## config.mk

```make
export PLATFORM = sky130hd
export DESIGN_NAME = mul_fsm
export DESIGN_NICKNAME = d
export VERILOG_FILES = /design/src/rtl/mul_fsm.sv
export SDC_FILE = /design/constraint.sdc
export NUM_CORES = 1
export LEC_CHECK = 0
export BUFFER_PORTS_ARGS = -buffer_cell sky130_fd_sc_hd__buf_2
export CAP_MARGIN = 10
export CELL_PAD_IN_SITES_DETAIL_PLACEMENT = 1
export CELL_PAD_IN_SITES_GLOBAL_PLACEMENT = 1
export CORE_ASPECT_RATIO = 1.2
export CORE_MARGIN = 3
export CORE_UTILIZATION = 30
export DETAILED_ROUTE_END_ITERATION = 16
export GPL_ROUTABILITY_DRIVEN = 0
export PLACE_DENSITY_LB_ADDON = 0.08
export REMOVE_ABC_BUFFERS = 1
export SLEW_MARGIN = 20
export SYNTH_ARGS = -nofsm -noshare
export SYNTH_HDL_FRONTEND = slang
export SYNTH_SLANG_ARGS = --single-unit
```

## constraint.sdc

```tcl
create_clock -name clk -period 5.8 [get_ports clk]
set_clock_uncertainty 0.2 [all_clocks]
set_input_delay 0.58 -clock clk [delete_from_list [all_inputs] [get_ports clk]]
set_output_delay 0.58 -clock clk [all_outputs]
set_load 0.1 [all_outputs]
```

## src/rtl/mul_fsm.sv

```systemverilog
// mul_fsm: sequencing FSM plus ripple-carry adder for an 8x8 shift-add
// multiplier. The parent owns the product and multiplier registers; this
// block tells it each cycle whether to load, add-and-shift, shift or hold.

// One full-adder bit of the ripple chain.
module mul_fsm_fa (
  input  logic i_a,
  input  logic i_b,
  input  logic i_c,
  output logic o_s,
  output logic o_c
);
  assign o_s = i_a ^ i_b ^ i_c;
  assign o_c = (i_a & i_b) | (i_a & i_c) | (i_b & i_c);
endmodule

module mul_fsm #(
  parameter int WIDTH = 8,
  parameter int CNT_W = 4
) (
  input  logic             clk,
  input  logic             areset,
  input  logic [WIDTH-1:0] multiplier,
  output logic [1:0]       state,
  input  logic [WIDTH-1:0] add_a,
  input  logic [WIDTH-1:0] add_b,
  input  logic             add_cin,
  output logic [WIDTH-1:0] add_sum,
  output logic             add_cout
);

  typedef enum logic [1:0] {
    P_INIT = 2'd0,
    P_RUN  = 2'd1,
    P_HALT = 2'd2
  } phase_t;

  localparam logic [1:0] S_INIT = 2'd0;
  localparam logic [1:0] S_EXEC = 2'd1;
  localparam logic [1:0] S_IDLE = 2'd2;
  localparam logic [1:0] S_HALT = 2'd3;

  localparam logic [CNT_W-1:0] LAST = CNT_W'(WIDTH - 1);

  phase_t           r_phase, w_phase_nxt;
  logic [CNT_W-1:0] r_cnt, w_cnt_nxt;

  // Only bit 0 of the shifting multiplier steers the step code.
  logic w_unused;
  assign w_unused = &{1'b0, multiplier[WIDTH-1:1]};

  // Phase and iteration counter registers; reset restarts the sequence.
  always_ff @(posedge clk) begin
    if (areset) begin
      r_phase <= P_INIT;
      r_cnt   <= '0;
    end else begin
      r_phase <= w_phase_nxt;
      r_cnt   <= w_cnt_nxt;
    end
  end

  // Next-phase logic and step code; EXEC vs IDLE follows the current
  // multiplier LSB with no added latency.
  always_comb begin
    w_phase_nxt = r_phase;
    w_cnt_nxt   = r_cnt;
    state       = S_INIT;
    case (r_phase)
      P_INIT: begin
        state       = S_INIT;
        w_phase_nxt = P_RUN;
        w_cnt_nxt   = '0;
      end
      P_RUN: begin
        state = multiplier[0] ? S_EXEC : S_IDLE;
        if (r_cnt == LAST) begin
          w_phase_nxt = P_HALT;
        end else begin
          w_cnt_nxt = r_cnt + CNT_W'(1);
        end
      end
      P_HALT: begin
        state = S_HALT;
      end
      default: begin
        state       = S_INIT;
        w_phase_nxt = P_INIT;
        w_cnt_nxt   = '0;
      end
    endcase
  end

  // Ripple-carry adder, independent of phase and reset.
  logic [WIDTH:0] w_c;
  assign w_c[0] = add_cin;

  genvar gi;
  generate
    for (gi = 0; gi < WIDTH; gi++) begin : g_fa
      mul_fsm_fa u_fa (
        .i_a (add_a[gi]),
        .i_b (add_b[gi]),
        .i_c (w_c[gi]),
        .o_s (add_sum[gi]),
        .o_c (w_c[gi+1])
      );
    end
  endgenerate

  assign add_cout = w_c[WIDTH];

endmodule

```

# After elaboration in Yosys (flattened, before gate mapping)
# Index checks and enable logic that the tools add are counted.
[totals] ff_bits=6 latch_bits=0 ramBits=0 rom_bits=0 input_bits=27 out_inout_bits=11 elab_cells=74 n_memories=0
[classes] n_addsub=1 n_mul=0 div=0 order_cmp=0 n_eq_ne=5 shifts=0 muxes=6 bitwise=57 n_reduce_logical=3
[ops] cell="$and 1x1->1" n=24
[ops] cell="$or 1x1->1" n=16
[ops] cell="$xor 1x1->1" n=16
[ops] cell="$pmux 4 s2" n=1
[ops] cell="$pmux 2 s3" n=1
[ops] cell="$add 4x1->4 const B" n=1
[ops] cell="$eq 4x3->1 const B" n=1
[ops] cell="$mux 2" n=2
[ops] cell="$mux 4" n=1
[ops] cell="$ne 2x2->1 const B" n=2
[ops] cell="$pmux 2 s2" n=1
[ops] cell="$reduce_and 2->1" n=2
[ops] cell="$eq 2x1->1 const B" n=1
[ops] cell="$eq 2x2->1 const B" n=1
[ops] cell="$logic_not 2->1" n=1
[ops] cell="$not 1->1" n=1

# Logic depth before layout (Yosys ltp)
[logic_depth] word_depth=24 mapped_depth=13 ltp_nobuf=12

# Cells and area by module
# A second synthesis with hierarchy kept.
[unflattened] cells_unflattened=57 hier_area_um2=621.8
[by_module_without_submodules] mod="mul_fsm" instances=1 cells_per_inst=49 area_per_inst_um2=461.7 seq_area_each_um2=120.1
[by_module_without_submodules] mod="mul_fsm_fa" instances=8 cells_per_inst=1 area_per_inst_um2=20.0 seq_area_each_um2=0.0

# Worst setup path before layout
# Ideal clock, no wire load.
[synth_path] path_type="input to output" from="input port add_a[0]" to="output port add_sum[7]" arrival_time_ns=3.872 required_time_ns=5.020 path_slack_ns=1.148 stages=13 path_buffers=1 path_cell_list="inv_1 -> fa_1 -> inv_1 -> fa_1 -> fa_1 -> fa_1 -> fa_1 -> fa_1 -> fa_1 -> inv_1 -> fa_1 -> inv_1 -> buf_4"
[synth_between] elab_chain_cells=22 word_cells_on_any_way=29 cone_classes="bitwise (29)"
[synth_lines] element="start: declaration" line="25" rtl="input logic [WIDTH-1:0] add_a,"
[synth_lines] element="$and 1x1->1" line="14" rtl="assign o_c = (i_a & i_b) | (i_a & i_c) | (i_b & i_c);"
[synth_lines] element="$or 1x1->1 (*) (2 in a row)" line="14"
[synth_lines] element="$and 1x1->1" line="14"
[synth_lines] element="$or 1x1->1" line="14"
[synth_lines] element="$or 1x1->1 (*)" line="14"
[synth_lines] element="$and 1x1->1" line="14"
[synth_lines] element="$or 1x1->1" line="14"
[synth_lines] element="$or 1x1->1 (*)" line="14"
[synth_lines] element="[... 5 more ...]"
[synth_lines] element="$or 1x1->1 (*)" line="14"
[synth_lines] element="$and 1x1->1" line="14"
[synth_lines] element="$or 1x1->1" line="14"
[synth_lines] element="$or 1x1->1 (*)" line="14"
[synth_lines] element="$and 1x1->1" line="14"
[synth_lines] element="$or 1x1->1" line="14"
[synth_lines] element="$or 1x1->1 (*)" line="14"
[synth_lines] element="$xor 1x1->1 (*)" line="13" rtl="assign o_s = i_a ^ i_b ^ i_c;"
[synth_lines] element="end: declaration" line="28" rtl="output logic [WIDTH-1:0] add_sum,"
# Mark *: on every way between the ends. The rest lies on a longest branch, timed or not.

# Worst setup path in the final report
# Ends and elaborated chain as after synthesis.

==> metrics.txt <==
# TYPE chip_impl_metric gauge
chip_impl_metric{name="comb_power_share",unit=""} 0.640
chip_impl_metric{name="routed_via_density",unit=""} 4.33
chip_impl_metric{name="synth_seq_cells",unit=""} 6
chip_impl_metric{name="syn2layout_area_growth",unit="%"} 20.2
chip_impl_metric{name="diodes",unit=""} 0
chip_impl_metric{name="seq_area_frac_synth",unit=""} 0.183
chip_impl_metric{name="post_synth.cell_area_avg",unit="sq um"} 9.23
chip_impl_metric{name="post_route_utilization",unit=""} 0.403
chip_impl_metric{name="grt_remaining_overflow",unit=""} 0
chip_impl_metric{name="path_clk_slew",unit="ps"} 40
chip_impl_metric{name="antenna_found_initial",unit=""} 0
chip_impl_metric{name="cts.sink_count",unit=""} 6
chip_impl_metric{name="drt.antenna.violating_nets",unit=""} 0
chip_impl_metric{name="hold_buffers",unit=""} 0
chip_impl_metric{name="grt_max_degree",unit=""} 11
chip_impl_metric{name="required",unit="ps"} 5020
chip_impl_metric{name="core-area",unit="sq um"} 1960
chip_impl_info{name="rsz0062_at_grt",value="no"} 1
chip_impl_metric{name="num-fill-cells",unit=""} 242
chip_impl_metric{name="drive_above_1_share",unit=""} 0.372
chip_impl_metric{name="arrival",unit="ps"} 4200
chip_impl_metric{name="initial_utilization",unit=""} 0.335
chip_impl_metric{name="io_buffer_count",unit=""} 30
chip_impl_metric{name="clockBufferDepth",unit=""} 2
chip_impl_metric{name="vdd_ir_drop_max",unit="mV"} 0.152
chip_impl_metric{name="cts_made_buffers",unit=""} 3
chip_impl_metric{name="p_seq_frac",unit=""} 0.198
chip_impl_metric{name="num_vias",unit=""} 528
chip_impl_info{name="netlist_top_cells_count",value="sky130_fd_sc_hd__inv_1, sky130_fd_sc_hd__buf_4, sky130_fd_sc_hd__fa_1"} 1
chip_impl_metric{name="dieWidth",unit="microns"} 48.7
chip_impl_metric{name="clock_insertion_delay_worst_skew",unit="ps"} 240
chip_impl_metric{name="static-leakage-power",unit="nW"} 0.425
chip_impl_metric{name="routed_wire_length_per_instance",unit="microns"} 11.1
chip_impl_metric{name="fin_cells",unit=""} 122
chip_impl_info{name="postSynth.topFlopCell",value="sky130_fd_sc_hd__dfxtp_1"} 1
chip_impl_metric{name="drc",unit=""} 0
chip_impl_info{name="count_leader_synth",value="sky130_fd_sc_hd__inv_1"} 1
chip_impl_metric{name="floorplan.die_area",unit="sq um"} 2780
chip_impl_metric{name="multi_input_area",unit="sq um"} 412
chip_impl_metric{name="detailedRoute.firstPassIterationCount",unit=""} 2
chip_impl_info{name="tritoncts",value="built"} 1
chip_impl_metric{name="routed_wl",unit="mm"} 1.35
chip_impl_metric{name="track_usage",unit=""} 0.113
chip_impl_info{name="holdCritPathClass",value="reg2reg"} 1
chip_impl_metric{name="critPathMaxFanout",unit=""} 1
chip_impl_info{name="worst_setup_path_start_kind",value="input port"} 1
chip_impl_metric{name="netlist-cell-type-count",unit=""} 25
chip_impl_metric{name="cellInternalPower",unit="W"} 0.0000983
chip_impl_metric{name="period_minus_slack",unit="ps"} 4980
chip_impl_metric{name="period_utilization_post_route",unit=""} 0.859
chip_impl_metric{name="netSwitchingFraction",unit=""} 0.589
chip_impl_metric{name="first_global_vias",unit=""} 599
chip_impl_metric{name="drv_slew",unit=""} 0
chip_impl_metric{name="grt_first_pass_wirelength",unit="mm"} 2.44
chip_impl_info{name="synth_largest_area_cell",value="sky130_fd_sc_hd__fa_1"} 1
chip_impl_info{name="outcome",value="completed"} 1
chip_impl_metric{name="max_slew.worst_pin.slew",unit="ps"} 495
chip_impl_metric{name="synth_async_sr_flop_share",unit=""} 0
chip_impl_metric{name="cts_max_level",unit=""} 1
chip_impl_metric{name="numPlacedInstances",unit=""} 119
chip_impl_metric{name="number_of_instances_resized_during_post_cts_repair",unit=""} 0
chip_impl_metric{name="die_h",unit="microns"} 57.2
chip_impl_metric{name="clock_power_share",unit=""} 0.161
chip_impl_metric{name="core.rowCount",unit=""} 17
chip_impl_info{name="synth.top_cells.by_area",value="sky130_fd_sc_hd__fa_1, sky130_fd_sc_hd__dfxtp_1, sky130_fd_sc_hd__buf_4"} 1
chip_impl_info{name="critical_path_class",value="in2out"} 1
chip_impl_metric{name="total_negative_slack",unit="ps"} 0
chip_impl_metric{name="post_cts_buffers",unit=""} 0
chip_impl_metric{name="p_per_area",unit="nW/um^2"} 303
chip_impl_metric{name="seq_area",unit="sq um"} 120
chip_impl_metric{name="final_hold_violation_count",unit=""} 0
chip_impl_metric{name="design.final.nets",unit=""} 135
chip_impl_metric{name="worst-r2r-setup-slack",unit="ps"} 4260
chip_impl_metric{name="synthDominantCellAreaShare",unit=""} 0.244
chip_impl_info{name="setup.worst_path.end_class",value="output port"} 1
chip_impl_metric{name="synthesis.instances",unit=""} 71
chip_impl_info{name="ctsRootBufferMaster",value="sky130_fd_sc_hd__clkbuf_4"} 1
chip_impl_metric{name="synthesis.yosys.warnings",unit=""} 0
chip_impl_metric{name="synth-edff-count",unit=""} 0
chip_impl_metric{name="drv_cap",unit=""} 0
chip_impl_metric{name="initial_detailed_routing_violation_count",unit=""} 1
chip_impl_metric{name="slew_headroom",unit=""} 0.672
chip_impl_metric{name="fmax",unit="MHz"} 201
chip_impl_metric{name="setup_viol",unit=""} 0
chip_impl_metric{name="p_switching",unit="W"} 0.000141
chip_impl_metric{name="synthesis.area",unit="sq um"} 656
chip_impl_metric{name="floorplan.io_pins",unit=""} 38
chip_impl_metric{name="post_dp_hpwl",unit="mm"} 1.17
-- final timing paths --
check | depth (start not counted) | from | endpoint
worst max-delay path | 14 | add_a[0] | add_sum[7]
worst min-delay path | 2 | r_phase[0] | r_phase[0]
worst max register to register | 5 | r_phase[0] | r_cnt[0]
worst min register to register | 2 | r_phase[0] | r_phase[0]
-- kinds of logic (layout without fill, tap and decap cells) --
group / count (synthesis) / in the layout / share of synthesized area
buffers and inverters: 23 / 46 / 0.189
flip-flops: 6 / 6 / 0.183
AO/OA/AOI/OAI: 11 / 11 / 0.101
adder cells (fa/ha/maj): 12 / 12 / 0.321
AND/OR/NAND/NOR: 18 / 18 / 0.191
multiplexers: 1 / 1 / 0.0153
-- layer usage --
layer,vias up,routed length [microns],global-route usage
li1,268,-,-
met1,249,537,0.123
met2,11,756,0.204
met3,0,55,0.0313
met4,0,0,0.0488
met5,-,0,0
-- per-stage QoR --
step	hold slack, ps	instance area (sq um)	setup slack, ps	power [W]
floorplan	265	581	872	0.000182
global placement	285	766	814	0.000201
detailed placement	295	766	774	0.000203
CTS	309	788	770	0.000244
global route	337	788	634	0.000256
finish	305	788	821	0.000239
-- placed cells by master (no fill, tap or decap) --
cell,count
sky130_fd_sc_hd__o21a_1,1
sky130_fd_sc_hd__nor2b_1,1
sky130_fd_sc_hd__a21oi_2,1
sky130_fd_sc_hd__buf_2,30
sky130_fd_sc_hd__and2b_1,1
sky130_fd_sc_hd__and3_1,1
sky130_fd_sc_hd__nor3_1,2
sky130_fd_sc_hd__o211ai_1,1
sky130_fd_sc_hd__ha_1,4
sky130_fd_sc_hd__dfxtp_1,6
sky130_fd_sc_hd__nand2b_1,3
sky130_fd_sc_hd__nand3b_1,3
sky130_fd_sc_hd__o21ai_1,2
sky130_fd_sc_hd__and4b_1,1
sky130_fd_sc_hd__nor2_1,2
sky130_fd_sc_hd__clkbuf_4,3
sky130_fd_sc_hd__inv_1,13
sky130_fd_sc_hd__a21oi_1,5
sky130_fd_sc_hd__a21boi_0,1
sky130_fd_sc_hd__mux2i_1,1
sky130_fd_sc_hd__nand4_1,1
sky130_fd_sc_hd__nand3_1,2
sky130_fd_sc_hd__nand3b_4,1
sky130_fd_sc_hd__fa_1,8
-- power groups by stage --
stage / logic (W) / clock network, W / registers, W
after detailed placement: 0.000155 / 0 / 0.0000483
after global routing: 0.000164 / 0.0000436 / 0.0000480
final: 0.000153 / 0.0000386 / 0.0000474
after CTS: 0.000155 / 0.0000413 / 0.0000475
after global placement: 0.000153 / 0 / 0.0000481
after floorplan: 0.000134 / 0 / 0.0000476
-- layout make-up --
cell class	instances	area share
Multi-Input combinational cell	42	0.522
Timing Repair Buffer	30	0.190
Sequential cell	6	0.152
Inverter	13	0.0619
Tap cell	28	0.0444
Clock buffer	3	0.0286
-- registers in the layout, summed over array words and instances (netlist names) --
register	cells
r_cnt	4
r_phase	2
-- worst max-delay path: stages --
cell,delay (ps)
sky130_fd_sc_hd__buf_2,100
sky130_fd_sc_hd__inv_1,70
sky130_fd_sc_hd__fa_1,160
sky130_fd_sc_hd__inv_1,50
sky130_fd_sc_hd__fa_1,370
sky130_fd_sc_hd__fa_1,400
sky130_fd_sc_hd__fa_1,390
sky130_fd_sc_hd__fa_1,390
sky130_fd_sc_hd__fa_1,380
sky130_fd_sc_hd__fa_1,360
sky130_fd_sc_hd__inv_1,70
sky130_fd_sc_hd__fa_1,410
sky130_fd_sc_hd__inv_1,60
sky130_fd_sc_hd__buf_2,410
Note: power is estimated with default switching activity, not from simulation.
